`src/rtl/multicycle_ctrl.sv`:
```
// multicycle_ctrl: multi-cycle sequencer for the RISC core.
// Steps each instruction through FETCH, DECODE, EXEC, MEM and WB. It drives
// the PC, IR, register-file and memory strobes and the datapath mux selects.
// Instruction and data accesses share one memory port through a req/ack
// handshake.
//
// Ports:
//   clk, rst            clock, synchronous active-high reset
//   run                 leave IDLE and begin fetching (sampled only in IDLE)
//   opcode, funcode     IR fields (funcode is not interpreted here)
//   zero_flag           ALU zero result, valid in EXEC
//   mem_ack             memory access complete (may coincide with mem_req)
//   mem_req/mem_we/mem_sel_data               memory port control
//   ir_write/pc_write/pc_src                  IR / PC update
//   reg_write/reg_dst_rt/wb_sel_mem           register-file writeback
//   alu_src_imm/alu_en                        ALU operand select / capture
//   state, halted, illegal_op                 status
//   cyc_cnt, instr_cnt                        performance counters
//
// Optional feature: define MC_PERF_CNT_EN to build the cycle and retired-
// instruction counters. Without it, both counters read 0 and no counter
// flops are built.
module multicycle_ctrl #(
  parameter int PERF_W = 32
) (
  input  logic              clk,
  input  logic              rst,
  input  logic              run,
  input  logic [5:0]        opcode,
  input  logic [5:0]        funcode,
  input  logic              zero_flag,
  input  logic              mem_ack,
  output logic              mem_req,
  output logic              mem_we,
  output logic              mem_sel_data,
  output logic              ir_write,
  output logic              pc_write,
  output logic              pc_src,
  output logic              reg_write,
  output logic              reg_dst_rt,
  output logic              wb_sel_mem,
  output logic              alu_src_imm,
  output logic              alu_en,
  output logic [2:0]        state,
  output logic              halted,
  output logic              illegal_op,
  output logic [PERF_W-1:0] cyc_cnt,
  output logic [PERF_W-1:0] instr_cnt
);

  typedef enum logic [2:0] {
    S_IDLE   = 3'd0,
    S_FETCH  = 3'd1,
    S_DECODE = 3'd2,
    S_EXEC   = 3'd3,
    S_MEM    = 3'd4,
    S_WB     = 3'd5,
    S_HALT   = 3'd6
  } state_t;

  state_t state_q, state_d;
  logic   illegal_q;

  // Every R-type takes the same path, so funcode is deliberately unused.
  logic unused_funcode;
  assign unused_funcode = ^funcode;

  // Opcode classes are decoded combinationally from the IR, which holds
  // the opcode stable from DECODE until the next fetch.
  logic is_r, is_imm, is_ld, is_st, is_br, is_bz, is_hlt, is_legal;
  always_comb begin
    is_r     = (opcode == 6'b000000);
    is_imm   = (opcode == 6'b001000) || (opcode == 6'b001001) ||
               (opcode[5:4] == 2'b01);
    is_ld    = (opcode == 6'b100000);
    is_st    = (opcode == 6'b100001);
    is_br    = (opcode == 6'b110000);
    is_bz    = (opcode == 6'b110001);
    is_hlt   = (opcode == 6'b111111);
    is_legal = is_r | is_imm | is_ld | is_st | is_br | is_bz | is_hlt;
  end

  // State register
  always_ff @(posedge clk) begin
    if (rst) begin
      state_q   <= S_IDLE;
      illegal_q <= 1'b0;
    end else begin
      state_q <= state_d;
      if (state_q == S_DECODE && !is_legal)
        illegal_q <= 1'b1;
    end
  end

  // Next-state logic
  always_comb begin
    state_d = state_q;
    case (state_q)
      S_IDLE:   if (run) state_d = S_FETCH;
      S_FETCH:  if (mem_ack) state_d = S_DECODE;
      S_DECODE: state_d = is_legal ? S_EXEC : S_HALT;
      S_EXEC: begin
        if (is_r || is_imm)      state_d = S_WB;
        else if (is_ld || is_st) state_d = S_MEM;
        else if (is_hlt)         state_d = S_HALT;
        else                     state_d = S_FETCH;
      end
      S_MEM:    if (mem_ack) state_d = is_ld ? S_WB : S_FETCH;
      S_WB:     state_d = S_FETCH;
      S_HALT:   state_d = S_HALT;
      default:  state_d = S_IDLE;
    endcase
  end

  // Output decode: Moore from state_q, except the IR/PC strobes that
  // qualify on mem_ack in FETCH and on zero_flag for BZ.
  always_comb begin
    mem_req      = 1'b0;
    mem_we       = 1'b0;
    mem_sel_data = 1'b0;
    ir_write     = 1'b0;
    pc_write     = 1'b0;
    pc_src       = 1'b0;
    reg_write    = 1'b0;
    reg_dst_rt   = 1'b0;
    wb_sel_mem   = 1'b0;
    alu_src_imm  = 1'b0;
    alu_en       = 1'b0;
    halted       = 1'b0;
    case (state_q)
      S_FETCH: begin
        mem_req  = 1'b1;
        ir_write = mem_ack;
        pc_write = mem_ack;
      end
      S_EXEC: begin
        alu_en      = 1'b1;
        alu_src_imm = is_imm | is_ld | is_st;
        if (is_br) begin
          pc_write = 1'b1;
          pc_src   = 1'b1;
        end else if (is_bz) begin
          pc_write = zero_flag;
          pc_src   = 1'b1;
        end
      end
      S_MEM: begin
        mem_req      = 1'b1;
        mem_sel_data = 1'b1;
        mem_we       = is_st;
      end
      S_WB: begin
        reg_write  = 1'b1;
        reg_dst_rt = ~is_r;
        wb_sel_mem = is_ld;
      end
      S_HALT:  halted = 1'b1;
      default: ;
    endcase
  end

  assign state      = state_q;
  assign illegal_op = illegal_q;

`ifdef MC_PERF_CNT_EN
  logic              retire;
  logic [PERF_W-1:0] cyc_q, instr_q;

  assign retire = (state_q == S_EXEC && (is_br || is_bz || is_hlt)) ||
                  (state_q == S_MEM && mem_ack && is_st) ||
                  (state_q == S_WB);

  always_ff @(posedge clk) begin
    if (rst) begin
      cyc_q   <= '0;
      instr_q <= '0;
    end else begin
      if (state_q != S_IDLE && state_q != S_HALT)
        cyc_q <= cyc_q + PERF_W'(1);
      if (retire)
        instr_q <= instr_q + PERF_W'(1);
    end
  end

  assign cyc_cnt   = cyc_q;
  assign instr_cnt = instr_q;
`else
  assign cyc_cnt   = '0;
  assign instr_cnt = '0;
`endif

endmodule

```
`config.mk`:
```
export PLATFORM = sky130hd
export DESIGN_NAME = multicycle_ctrl
export DESIGN_NICKNAME = d
export VERILOG_FILES = /design/src/rtl/multicycle_ctrl.sv
export SDC_FILE = /design/constraint.sdc
export NUM_CORES = 1
export LEC_CHECK = 0
export CORE_MARGIN = 2
export CORE_UTILIZATION = 50
export CTS_CLUSTER_DIAMETER = 150
export DETAILED_ROUTE_END_ITERATION = 7
export DONT_BUFFER_PORTS = 1
export PLACE_DENSITY = 0.75
export SYNTH_ARGS = -nofsm -noshare
export SYNTH_HDL_FRONTEND = slang
export SYNTH_SLANG_ARGS = --single-unit
```
`constraint.sdc`:
```
create_clock -name clk -period 4.1 [get_ports clk]
set_input_delay 0.615 -clock clk [delete_from_list [all_inputs] [get_ports clk]]
set_output_delay 0.615 -clock clk [all_outputs]
set_load 0.02 [all_outputs]
```
=== Word level (Yosys, flattened, before mapping) ===
Index checks and enable logic that the tools add are counted.

* Flip-flop bits (word level): 4
* Input port bits: 17

* Bitwise operators: 9
* Eq/ne operators: 17
* Mux-type cells: 25
* Reductions and logical operators: 10

{| class="wikitable"
|+ Operators by type and width
! operator !! count
|-
| 6-bit == test (second input constant) || 5
|-
| 3-bit two-way mux || 8
|-
| 3-bit case mux with 7 select lines || 1
|-
| 1-bit two-way mux || 15
|-
| 6-bit by 4-bit == test with 1-bit output (second input constant) || 2
|-
| 3-bit == test (second input constant) || 3
|-
| 1-bit OR || 8
|-
| 3-bit by 2-bit == test with 1-bit output (second input constant) || 2
|-
| 6-bit logical NOT || 1
|-
| 2-bit inequality test (second input constant) || 3
|-
| 1-bit logical OR || 4
|-
| 3-bit by 1-bit == test with 1-bit output (second input constant) || 1
|-
| 3-bit logical NOT || 1
|-
| 3-bit AND reduction || 1
|-
| 2-bit by 1-bit == test with 1-bit output (second input constant) || 1
|-
| 1-bit case mux with 2 select lines || 1
|-
| 2-bit OR reduction || 1
|-
| 1-bit logical AND || 1
|-
| 1-bit logical NOT || 1
|-
| 1-bit NOT || 1
|}

=== Longest topological paths before layout ===
Gate-level depths: netlist (run 1).

* Depth in word-level cells: 11
* Depth in mapped cells: 5
* Mapped depth without buffers: 4

=== Worst setup path after synthesis (run 1) ===
OpenSTA, ideal clock, no wires.

* Path type: input -> output
* Start: in opcode[3]
* End: out pc_write
* Data arrival time: 1.987 ns
* Slack: 1.498 ns
* Required time: 3.485 ns
* Path buffers: 0
* Stages on the path: 4
* Path through: or3_1 nor3_1 o21ai_0 o21ai_0

* Word-level cells in the longest chain between the ends: 4
* Elaborated cells between the ends (all ways): 5
* Those cells by class: eq/ne (2); mux (3)

{| class="wikitable"
|+ Ends and longest elaborated chain
! what !! RTL line !! source
|-
| start, declared || 29 || <nowiki>input logic [5:0] opcode,</nowiki>
|-
| 6-bit == test || 78 || <nowiki>is_bz = (opcode == 6'b110001);</nowiki>
|-
| 1-bit two-way mux || 142 || <nowiki>end else if (is_bz) begin</nowiki>
|-
| 1-bit two-way mux (*) || 139 || <nowiki>if (is_br) begin</nowiki>
|-
| 1-bit case mux with 2 select lines (*) || 130 || <nowiki>case (state_q)</nowiki>
|-
| end, declared || 37 || <nowiki>output logic pc_write,</nowiki>
|}

Every way passes the cells marked *; elsewhere a longest branch is shown, timed or not.

=== Final worst setup path (run 1) ===
* Start: reg state_q[0], in the netlist state[0]
* End: out pc_write

* Word-level cells in the longest chain between the ends: 2
* Elaborated cells between the ends (all ways): 3
* Those cells by class: eq/ne (2); mux (1)

{| class="wikitable"
|+ Ends and longest elaborated chain
! what !! RTL line !! source
|-
| start, declared || 61 || <nowiki>state_t state_q, state_d;</nowiki>
|-
| start signal, assigned || 89 || <nowiki>state_q <= state_d;</nowiki>
|-
| 3-bit by 2-bit == test with 1-bit output / 3-bit by 1-bit == test with 1-bit output (equally long branches) || 130 ||
|-
| 1-bit case mux with 2 select lines (*) || 130 ||
|}

Marked as above.

==> results.tsv, run 1 <==
metric	value	unit
area of the multi-input gates	583	um2
most common cell in the netlist	buf_4	
1st-iter DRT viols	21	
ys async rst share	0	%
critical path's largest stage delay	700	ps
Post-synth EDFFs	0	
Post-Layout Cell Count	156	
RSZ-0062 raised after global routing	no	
DRT antenna net count	0	
die height	47.3	um
TritonCTS sink count	4	
via count	686	
drt total wl	1490	um
startpoint types	flop	
# resized after CTS	0	
# hold bufs at CTS	0	
Die Width	47.3	um
Worst Min Path Start	rst	
placed insts	153	
critical-path maximum fanout	14	
grt ovf	0	
CTS tree	done	
die area	2240	um2
HP Class	primary input to flop	
DR WL/cell	9.58	um
Slew Viols, Final	0	
crit path DAT	2300	ps
hold slack	448	ps
Layout Area Growth over Synthesis	-21.5	%
Warnings, synthesis	0	
nets	150	
Mean Syn Cell Area	7.10	um2
Reg clk slew, reported paths	40	ps
Num CTS Buffers	3	
CP max stage cell	dfxtp_1	
Post-CTS Setup Bufs	0	
critical-path cell list	nand3b_1 > nor3_1 > o21ai_0 > o21ai_0	
Max Fclk	343	MHz
All-Layer GR Usage	11.6	%
Root Buffer	clkbuf_4	
first-pass GRT wire length	1840	um
CTS Buffer Depth	2	
flops & latches, synth	4	
initial core utilization	53.7	%
Hold Fails Final Rpt	0	
setup TNS	0	ps
Critical Path RT	3480	ps
CP most frequent cell	o21ai_0	
drt pass-1 iters	4	
# DRC	0	
dominant synthesized flop cell	dfxtp_1	
gpl congestion	0.795	
Power Density	269	nW/um2
cell count after synthesis	132	
worst skew pair latency	230	ps
IO Count	97	
Core Box Area	1750	um2
initial antenna violation count	0	
Layout Skew	3.97	ps
WS Path Type	flop to output pin	
Worst Setup End Kind	output pin	
fin crit share	71.2	%
endpoints failing setup	0	
peak supply drop	0.122	mV
largest net degree at the start of global routing	17	
Tmin final	2920	ps
hpwl dp	1230	um
DR vias/cell	4.40	
synthesized area	937	um2
Synth area leader	buf_4	
cell family with most CP delay	simple AND/OR/NAND/NOR gates	
row cnt	15	
Port Buffers	0	
critical path buffer and inverter count	0	
top post-synthesis cells by area	buf_4, dfxtp_1, nor2_1	
max_cap viols	0	
Post-synth top cells	buf_4, nor2_1, o21ai_0	
post-layout util	42.2	%
vias in the first global route	451	
Netlist cell types	32	
Seq/Total Area, Yosys	8.54	%
Register Area	80.1	um2
worst-margin pin slew	926	ps
Layout fillers	193	
CP startpoint	state[0]	
H-tree levels	1	
Crit Reg-Reg Startpoint	state[0]	
leak pwr	0.378	nW
headroom to the max-slew limit	37.7	%
Synth top area share	51.3	%
diode count	0	
fraction of layout cells with a size suffix above 1	4.58	%
outcome	finished, final reports clean	
## state kept, by name, summed over array words and instances, names as in the netlist
| register | cells |
|---|---|
| illegal_op | 1 |
| state | 3 |
## cell usage in the layout, fill, tap and decap left out, drive strengths merged
| cell type | Yosys | final |
|---|---|---|
| a21o | 2 | 2 |
| a21oi | 3 | 3 |
| a221oi | 1 | 1 |
| a311o | 1 | 1 |
| a31oi | 2 | 2 |
| and3 | 3 | 3 |
| clkbuf | 3 | 3 |
| conb | 1 | 64 |
| dfxtp | 4 | 4 |
| inv | 5 | 5 |
| mux2i | 1 | 1 |
| nand2 | 1 | 1 |
| nand2b | 2 | 2 |
| nand3 | 3 | 3 |
| nand3b | 2 | 2 |
| nor2 | 9 | 9 |
| nor2b | 3 | 3 |
| nor3 | 2 | 2 |
| nor3b | 2 | 2 |
| nor4 | 3 | 3 |
| nor4b | 2 | 2 |
| o21ai | 6 | 6 |
| o221ai | 1 | 1 |
| o22a | 1 | 1 |
| o311ai | 1 | 1 |
| or3 | 2 | 2 |
| or4 | 1 | 1 |
| xnor2 | 1 | 1 |
## final timing paths
path	to	slack [ps]	depth (start not counted)
max reg2reg	state[2]	2480	4
min	illegal_op	450	1
min reg2reg	illegal_op	540	2
max	pc_write	1180	4
## metal layers
| metal | wire length (um) | GRT usage (%) | vias to the layer above |
|---|---|---|---|
| met3 | 240 | 4.23 | 0 |
| met2 | 738 | 18.9 | 62 |
| li1 | - | - | 317 |
| met1 | 515 | 12.9 | 307 |
| met5 | 0 | 0 | - |
| met4 | 0 | 6.67 | 0 |
## cells by family after synthesis
logic type / synth area share, %
simple gates: 21.9
other cells: 0.400
xor+xnor: 0.935
flops: 8.55
buf+inv: 54.5
mux: 1.07
compound gates: 12.7
## power breakdown
| part | total [mW] | switching, mW | leakage, nW | internal [mW] |
|---|---|---|---|---|
| registers | 0.0589 | 0.0160 | 0.0327 | 0.0430 |
| logic | 0.0911 | 0.0739 | 0.331 | 0.0171 |
| clock network | 0.0479 | 0.0152 | 0.0138 | 0.0327 |
## stage by stage
stage          instance area [um2]  total power, mW  setup slack (ps)
5_1_grt                        736            0.211               973
6_report                       736            0.198              1180
2_1_floorplan                 1170            0.190              1500
3_5_place_dp                   713            0.149              1400
3_3_place_gp                   713            0.148              1420
4_1_cts                        736            0.199              1180
## area by class of cell
class / count / area share, %
multi-input combinational: 119 / 79.3
sequential: 4 / 10.9
inverter: 5 / 2.55
clock buffer: 3 / 3.06
tap: 25 / 4.25
## worst register-to-register path, cell delays in order (launching register included)
cell and delay (ps):
dfxtp_1 700, nand3b_1 280, inv_1 250, o21ai_0 120
a31oi_1 200
No activity file was read; power rests on OpenSTA's default activity.
==> inputs of run 2 (changes only) <==
==> constraint.sdc (replaced) <==
create_clock -name clk -period 2.7 [get_ports clk]
set_input_delay 0.405 -clock clk [delete_from_list [all_inputs] [get_ports clk]]
set_output_delay 0.405 -clock clk [all_outputs]
set_load 0.02 [all_outputs]
==> results.tsv, run 2 (synthesis results as in run 1) <==
metric	value	unit
vias in the first global route	483	
All-Layer GR Usage	11.5	%
Layout Skew	1.86	ps
DR WL/cell	9.72	um
row cnt	15	
Layout fillers	187	
DRT antenna net count	0	
Hold Fails Final Rpt	0	
Final Cell Area	781	um2
RSZ-0062 raised after global routing	no	
setup TNS	0	ps
largest net degree at the start of global routing	16	
Die Width	47.3	um
die area	2240	um2
Num CTS Buffers	3	
max FFs per register	3	
# DRC	0	
headroom to the max-slew limit	53.8	%
post-layout util	44.7	%
via count	678	
Register Area	80.1	um2
peak supply drop	0.186	mV
fin crit share	74.1	%
fraction of layout cells with a size suffix above 1	8.76	%
Reg clk slew, reported paths	40	ps
Power Density	395	nW/um2
H-tree levels	1	
worst skew pair latency	230	ps
Max Fclk	500	MHz
worst-margin pin slew	691	ps
endpoints failing setup	0	
drt total wl	1580	um
1st-iter DRT viols	5	
DR vias/cell	4.19	
# resized after CTS	0	
most frequent cells in the layout	conb_1, nor2_1, o21ai_0, buf_4, inv_1	
nets	156	
Layout Area Growth over Synthesis	-16.7	%
startpoint types	flop	
initial antenna violation count	0	
outcome	finished, final reports clean	
Root Buffer	clkbuf_4	
crit path DAT	1600	ps
Critical Path RT	2300	ps
initial core utilization	53.7	%
commonest non-fill, non-tap cell in the layout	conb_1	
drt pass-1 iters	3	
Port Buffers	0	
CTS Buffer Depth	2	
leak pwr	0.410	nW
TritonCTS sink count	4	
area of the multi-input gates	583	um2
Slew Viols, Final	0	
# hold bufs at CTS	0	
die height	47.3	um
hpwl dp	1320	um
max_cap viols	0	
Worst Setup End Kind	output pin	
Core Box Area	1750	um2
Area after DPL	758	um2
gpl congestion	0.808	
grt ovf	0	
Tmin final	2000	ps
IO Count	97	
WS Path Type	flop to output pin	
CTS tree	done	
critical-path maximum fanout	8	
Post-CTS Setup Bufs	0	
R2R setup slack	1400	ps
first-pass GRT wire length	1840	um
diode count	0	
HP Class	primary input to flop	
-- run 2: cell count changes in the layout (fill, tap and decap cells not counted) --
cell / change
buf_4: +6
-- run 2: layout make-up --
| class | count | area share (%) |
|---|---|---|
| tap | 25 | 4.01 |
| clock buffer | 3 | 2.88 |
| sequential | 4 | 10.3 |
| timing repair buffer | 6 | 5.77 |
| multi-input combinational | 119 | 74.7 |
| inverter | 5 | 2.40 |
-- run 2: worst paths after layout --
path,from,end,depth (start not counted)
worst max register to register,state[0],illegal_op,4
worst min register to register,illegal_op,illegal_op,2
worst max-delay path,state[1],pc_write,4
worst min-delay path,rst,illegal_op,1
-- run 2: critical path, cell delays in order, from the launching register on --
cell	delay, ps
dfxtp_1	320
buf_4	190
inv_1	150
nand3_1	160
o21ai_0	550
-- run 2: through the flow --
stage	instances	hold slack (ps)	setup WS [ps]	power, mW
detailed placement	159	481	816	0.235
global route	162	232	636	0.332
floorplan	195	474	441	0.289
global placement	159	478	809	0.233
finish	162	242	700	0.309
CTS	162	232	707	0.311
-- run 2: where the power goes --
| group | total (mW) | leakage [nW] | internal [mW] | switching [mW] |
|---|---|---|---|---|
| Combinational | 0.166 | 0.363 | 0.0323 | 0.134 |
| Clock | 0.0724 | 0.0138 | 0.0496 | 0.0228 |
| Sequential | 0.0703 | 0.0327 | 0.0653 | 0.00500 |
| Total | 0.309 | 0.410 | 0.147 | 0.161 |
-- run 2: routing by layer --
metal / routed length [um] / track usage, % / up-vias
met3: 216 / 3.08 / 0
li1: - / - / 329
met5: 0 / 0 / -
met1: 566 / 12.2 / 298
met2: 792 / 21.1 / 51
met4: 0 / 5.00 / 0
==> inputs of run 3 (changes only) <==
==> constraint.sdc (replaced) <==
create_clock -name clk -period 1.89 [get_ports clk]
set_input_delay 0.2835 -clock clk [delete_from_list [all_inputs] [get_ports clk]]
set_output_delay 0.2835 -clock clk [all_outputs]
set_load 0.02 [all_outputs]
==> results.tsv, run 3 (synthesis results as in run 1) <==
metric	value	unit
outcome	finished, final reports clean	
initial core utilization	53.7	%
gpl congestion	0.823	
CP most frequent cell	o21ai_0	
Critical Path RT	1610	ps
RSZ-0062 raised after global routing	no	
Hold Path Depth	1	
CP max stage cell	dfxtp_1	
WS Path Type	flop to output pin	
Reg clk slew, reported paths	40	ps
fin crit share	89.1	%
Tmin final	1680	ps
grt ovf	0	
fraction of layout cells with a size suffix above 1	12.9	%
DR vias/cell	4.25	
area of the multi-input gates	601	um2
hpwl dp	1320	um
crit path DAT	1400	ps
row cnt	15	
Die Width	47.3	um
Layout fillers	182	
Slew Viols, Final	0	
Pwr Total	449	uW
diode count	0	
HP Class	primary input to flop	
peak supply drop	0.300	mV
Root Buffer	clkbuf_4	
critical-path maximum fanout	6	
startpoint types	flop	
hold slack	118	ps
vias in the first global route	446	
die height	47.3	um
most frequent cells in the layout	conb_1, nor2_1, buf_4, o21ai_0, inv_1	
largest net degree at the start of global routing	14	
Port Buffers	0	
leak pwr	0.436	nW
DRT antenna net count	0	
cell family with most CP delay	flip-flops	
CTS tree	done	
Layout Area Growth over Synthesis	-12.3	%
DR WL/cell	9.49	um
Worst Setup End Kind	output pin	
die area	2240	um2
TritonCTS sink count	4	
Hold Fails Final Rpt	0	
CTS Buffer Depth	2	
worst skew pair latency	230	ps
worst reg2reg path depth	4	
setup TNS	0	ps
first-pass GRT wire length	1900	um
commonest non-fill, non-tap cell in the layout	conb_1	
critical path buffer and inverter count	1	
IO Count	97	
CP startpoint	state[1]	
Layout Skew	3.62	ps
drt total wl	1570	um
critical-path cell list	nand3b_1 > nor3_4 > o21ai_0 > o21ai_0 > buf_4	
# DRC	0	
via count	701	
1st-iter DRT viols	23	
Register Area	81.3	um2
Worst Min Path Start	rst	
Power Density	546	nW/um2
critical path's largest stage delay	430	ps
H-tree levels	1	
initial antenna violation count	0	
Final Cell Area	822	um2
drt pass-1 iters	4	
max FFs per register	3	
All-Layer GR Usage	12.3	%
# hold bufs at CTS	0	
max_cap viols	0	
endpoints failing setup	0	
Area after DPL	791	um2
Num CTS Buffers	3	
Max Fclk	594	MHz
Core Box Area	1750	um2
Crit Reg-Reg Startpoint	state[1]	
Crit. path cell count	5	
nets	159	
run 3: cell count changes in the layout (fill, tap and decap cells not counted):
cell,before,now
nor3_4,0,1
nor3_1,2,1
nor4_1,3,2
dfxtp_1,4,3
nor4_2,0,1
dfxtp_2,0,1
buf_4,6,9
run 3: power by group:
| part | total, mW | internal [mW] | switching, mW |
|---|---|---|---|
| Clock | 0.105 | 0.0710 | 0.0343 |
| Sequential | 0.103 | 0.0934 | 0.00992 |
| Combinational | 0.241 | 0.0502 | 0.190 |
run 3: worst register-to-register path, cell delays in order (launching register included):
cell	delay, ps
dfxtp_1	430
buf_4	220
nand2b_1	90
or4_1	410
a21oi_1	160
run 3: path summary, 6_finish.rpt:
path                      to  slack [ps]
setup reg to reg  illegal_op         510
hold reg to reg   illegal_op         550
setup / recovery    pc_write         210
hold / removal      state[1]         120
run 3: layout make-up:
class | instances | area share (%)
clock buffers | 3 | 2.74
well taps | 25 | 3.81
multi-input cells | 119 | 73.1
inverters | 5 | 2.28
flip-flops and latches | 4 | 9.89
repair buffers | 9 | 8.22
run 3: repair_timing:
item / in CTS / in global routing
endpoints found under the setup margin: 0 / 3
resized for setup: 0 / 1
buffers inserted: 0 / 1
run 3: stage by stage:
| step | instances | worst slack (ps) | utilization, % |
|---|---|---|---|
| 6_report | 165 | 206 | 47.1 |
| 5_1_grt | 165 | 100 | 47.1 |
| 4_1_cts | 164 | 99.3 | 46.6 |
| 3_5_place_dp | 161 | 304 | 45.3 |
| 3_3_place_gp | 161 | 324 | 45.3 |
| 2_1_floorplan | 195 | 15.2 | - |
run 3: per-layer routing:
metal / vias up / wire length, um / GRT usage [%]
met1: 311 / 566 / 12.3
li1: 334 / - / -
met4: 0 / 4 / 6.67
met3: 2 / 211 / 4.23
met5: - / 0 / 0
met2: 54 / 784 / 21.9
